### src/rtl/lane_serializer.sv
// Purpose: serializes one shifted LANES x LANE_W word into a lane-per-cycle valid/ready stream, dropping illegal words.
// Latency: word accepted at edge N shows lane 0 after edge N; cnt lanes take cnt cycles at full rate, back-to-back words add no bubble.
// Backpressure: out_ready low holds out_lane/out_last; in_ready is high only when idle or when the last lane is being taken.
// Optional: define LANE_SER_FILL_EMIT_EN to emit all LANES lanes (fill lanes included) regardless of in_shift.
module lane_serializer #(
    parameter int LANE_W  = 5,
    parameter int LANES   = 10,
    parameter int SHIFT_W = 3
) (
    input  logic                      clk,
    input  logic                      rst_n,
    input  logic                      in_valid,
    output logic                      in_ready,
    input  logic [LANE_W*LANES-1:0]   in_data,
    input  logic [SHIFT_W-1:0]        in_shift,
    input  logic                      in_word_ok,
    output logic                      out_valid,
    input  logic                      out_ready,
    output logic [LANE_W-1:0]         out_lane,
    output logic                      out_last,
    output logic                      err_drop
);

    localparam int CNT_W = 4;

    typedef enum logic {
        IDLE = 1'b0,
        SEND = 1'b1
    } state_t;

    state_t                    state;
    logic [LANE_W*LANES-1:0]   word;
    logic [CNT_W-1:0]          idx;
    logic [CNT_W-1:0]          cnt;

    logic [CNT_W-1:0]          idx_nxt;
    logic [LANE_W-1:0]         nxt_lane;
    logic [CNT_W-1:0]          cnt_new;
    logic                      accept;

    // A new word may enter when idle or in the same cycle the current word's last lane leaves.
    assign in_ready = (state == IDLE) | (out_valid & out_ready & out_last);
    assign accept   = in_valid & in_ready;

`ifdef LANE_SER_FILL_EMIT_EN
    assign cnt_new = CNT_W'(LANES);
`else
    assign cnt_new = CNT_W'(LANES) - CNT_W'(in_shift);
`endif

    // Select the lane that follows the one currently presented.
    always_comb begin
        idx_nxt  = idx + CNT_W'(1);
        nxt_lane = '0;
        for (int i = 0; i < LANES; i++) begin
            if (idx_nxt == CNT_W'(i)) begin
                nxt_lane = word[i*LANE_W +: LANE_W];
            end
        end
    end

    // Control FSM with registered lane outputs; a load in the last-beat cycle overrides the return to IDLE.
    always_ff @(posedge clk) begin
        if (!rst_n) begin
            state     <= IDLE;
            word      <= '0;
            idx       <= '0;
            cnt       <= '0;
            out_valid <= 1'b0;
            out_lane  <= '0;
            out_last  <= 1'b0;
            err_drop  <= 1'b0;
        end else begin
            err_drop <= 1'b0;
            if (state == SEND && out_ready) begin
                if (!out_last) begin
                    idx      <= idx_nxt;
                    out_lane <= nxt_lane;
                    out_last <= (idx_nxt == cnt - CNT_W'(1));
                end else begin
                    state     <= IDLE;
                    idx       <= '0;
                    out_valid <= 1'b0;
                    out_lane  <= '0;
                    out_last  <= 1'b0;
                end
            end
            if (accept) begin
                if (in_word_ok) begin
                    state     <= SEND;
                    word      <= in_data;
                    cnt       <= cnt_new;
                    idx       <= '0;
                    out_valid <= 1'b1;
                    out_lane  <= in_data[LANE_W-1:0];
                    out_last  <= (cnt_new == CNT_W'(1));
                end else begin
                    err_drop <= 1'b1;
                end
            end
        end
    end

endmodule

### config.mk
export PLATFORM = sky130hd
export DESIGN_NAME = lane_serializer
export DESIGN_NICKNAME = d
export VERILOG_FILES = /design/src/rtl/lane_serializer.sv
export SDC_FILE = /design/constraint.sdc
export NUM_CORES = 1
export LEC_CHECK = 0
export CAP_MARGIN = 20
export CELL_PAD_IN_SITES_DETAIL_PLACEMENT = 1
export CELL_PAD_IN_SITES_GLOBAL_PLACEMENT = 1
export CORE_MARGIN = 3
export CORE_UTILIZATION = 49
export CTS_BUF_LIST = sky130_fd_sc_hd__clkbuf_16
export CTS_CLUSTER_SIZE = 40
export DETAILED_ROUTE_END_ITERATION = 12
export DONT_BUFFER_PORTS = 1
export GPL_TIMING_DRIVEN = 1
export PLACE_DENSITY = 0.92
export SLEW_MARGIN = 10
export SYNTH_ARGS = -nofsm -noshare
export SYNTH_HDL_FRONTEND = slang
export SYNTH_SLANG_ARGS = --single-unit
### constraint.sdc
create_clock -name clk -period 4.9 [get_ports clk]
set_input_delay 0.49 -clock clk [delete_from_list [all_inputs] [get_ports clk]]
set_output_delay 0.49 -clock clk [all_outputs]
set_load 0.1 [all_outputs]
==> results.py <==
metrics = {
    "synthesis": {
        "ys_warn_count": 0,
        "async_flop_share_pct": 0,
        "synth_cell_types": 53,
        "ys.flop_type": "dfxtp_1",
        "yosysMostFrequentCell": "nand2_1",
        "synthCells": 452,
        "synth_area_um2": 3370,
        "synth_top_area_share_pct": 39.8,
        "ys_seq_area_share_pct": 39.8,
        "avgSynthCellArea_um2": 7.45,
        "synth_area_leaders": "dfxtp_1, nand2_1, a21oi_1",
        "synth_fp_nets": 518,
        "synth_edf_count": 0,
        "yosys.area.top_type": "dfxtp_1",
        "ys_seq_elements": 67,
        "synth_common_cells": "nand2_1, a21oi_1, dfxtp_1, clkbuf_1",
    },
    "global_routing": {
        "grt_max_degree": 60,
        "grt.total_usage_pct": 26.8,
        "grt_pass1_vias": 3229,
        "grt_overflow": 0,
        "grt_pass1_wl_um": 16400,
        "grt_antenna_before_repair": 0,
    },
    "clock_network": {
        "cts_resized": 0,
        "postCtsHoldBufs": 0,
        "clkLatencyLatePin_ns": 0.33,
        "cts_buffer_depth": 2,
        "numCtsBuffers": 9,
        "cts_setup_buffers": 0,
        "cts.sinks": 67,
        "cts_root_buffer": "clkbuf_16",
        "cts_tree": "built",
        "cts_max_level": 3,
        "clk_pin_slew_ns": 0.05,
    },
    "timing": {
        "finalCritPeriodShare_pct": 62.2,
        "fin_crit_ns": 3.05,
        "relSlewSlack_pct": 29.2,
        "finalSetupViolCount": 0,
        "fmax_mhz": 328,
        "fin_setup_tns_ns": 0,
        "worstMarginPinSlew_ns": 1.06,
        "skew_ns": 0.00433,
        "grt_setup_unrepaired": "false",
        "finalHoldViolCount": 0,
        "slew_viol_final": 0,
    },
    "floorplanning": {
        "fp.dieArea_um2": 7910,
        "fp.dieH_um": 88.9,
        "design.portCount": 67,
        "die_w_um": 88.9,
        "core_um2": 6490,
        "start_util_pct": 51.9,
        "rows": 29,
    },
    "worst_setup_path": {
        "crit_fanout": 59,
        "startpoint_type": "register",
        "crit_arrival_ns": 3.30,
        "required_ns": 5.15,
        "crit_type": "register to register",
        "critPathCaptureType": "register",
    },
    "detailed_routing": {
        "drc": 0,
        "vias": 3205,
        "drtIter0Drc": 239,
        "drt-vias-per-instance": 6.22,
        "dr.pass1.iters": 5,
        "drtAntennaViolNets": 0,
        "wl_um": 9920,
        "avgRoutedWirePerCell_um": 19.3,
    },
    "run": {
        "maxCapViolCount": 0,
    },
    "finish": {
        "drive_above_1_share_pct": 6.62,
        "fin_util_pct": 55.8,
        "syn2layout_area_growth_pct": 7.61,
        "final_area_um2": 3630,
        "nets": 500,
        "antennaDiodeCount": 0,
    },
    "power_and_ir_drop": {
        "vdd_drop_max_v": 0.000219,
        "p_leak_nw": 1.28,
        "cellPowerDensity_nw_per_um2": 371,
    },
    "placement": {
        "post_dp_cell_area_um2": 3350,
        "place_congestion": 0.783,
        "io_buffers": 0,
        "dp_hpwl_um": 6430,
    },
    "outcome": {
        "status": "completed",
    },
    "min_path": {
        "hold_class": "input pin to register",
    },
}
## worst paths after layout
path | depth (start not counted) | from | slack, ns | end
setup / recovery | 6 | out_last | 1.85 | out_lane[2]
hold / removal | 1 | in_word_ok | 0.23 | err_drop
setup reg to reg | 6 | out_last | 1.85 | out_lane[2]
hold reg to reg | 2 | word[37] | 0.46 | word[37]
## flip-flops by register name, indices dropped and copies added, names as in the netlist
| name | flops |
|---|---|
| idx | 4 |
| err_drop | 1 |
| out_valid | 1 |
| out_last | 1 |
| cnt | 4 |
| state | 1 |
| word | 50 |
| out_lane | 5 |
## worst max-delay path, stage by stage (launching register included)
cell and delay, ns:
dfxtp_1 0.31, buf_4 0.35, nand3_1 0.12, nand2_1 0.74, and3_2 1.03, a32oi_1 0.23, a31oi_1 0.19
## power breakdown
group	switching (mW)	leakage, nW	internal [mW]
Sequential	0.0380	0.547	0.572
Combinational	0.0845	0.580	0.0405
Clock	0.229	0.149	0.383
## metal layers
layer	GRT usage (%)	wire length, um	part of all wire (%)
met1	35.9	4400	44
met5	0	0	0
met2	41.7	4780	48
met4	11.7	261	2.6
met3	5.81	478	4.8
## final cells by class
class	count	area, um^2
Timing Repair Buffer	3	22.5
Fill cell	814	2870
Inverter	15	58.8
Clock buffer	9	225
Sequential cell	67	1340
Clock inverter	6	51.3
Tap cell	77	96.3
Multi-Input combinational cell	338	1830
## per-stage QoR
| step | instances | setup WS, ns | total power, mW | hold slack (ns) |
|---|---|---|---|---|
| floorplan | 452 | 1.91 | 0.716 | 0.431 |
| global placement | 500 | 1.90 | 0.737 | 0.445 |
| detailed placement | 500 | 1.87 | 0.743 | 0.452 |
| CTS | 515 | 1.83 | 1.35 | 0.228 |
| global route | 515 | 1.66 | 1.41 | 0.229 |
| finish | 515 | 1.85 | 1.35 | 0.234 |
## logic make-up (layout without fill, tap and decap cells)
logic type,after synthesis,after routing,share of synthesized area [%]
AO/OA/AOI/OAI,137,137,25.8
AND/OR/NAND/NOR,183,183,22.7
flip-flops,67,67,39.8
adder cells (fa/ha/maj),8,8,2.97
XOR/XNOR,9,9,2.34
multiplexers,1,1,0.297
buffers and inverters,47,33,6.05
## cell usage in the layout (no fill, tap or decap), drive strengths merged, types with 4 or more instances in the layout
cell type / instances
a21oi: 75
a221o: 5
a31oi: 4
clkbuf: 9
dfxtp: 67
ha: 8
inv: 18
nand2: 139
nand3: 7
nor2: 16
nor3: 7
o2111ai: 5
o211ai: 5
o21ai: 16
xnor2: 6
No activity file was read; power rests on OpenSTA's default activity.
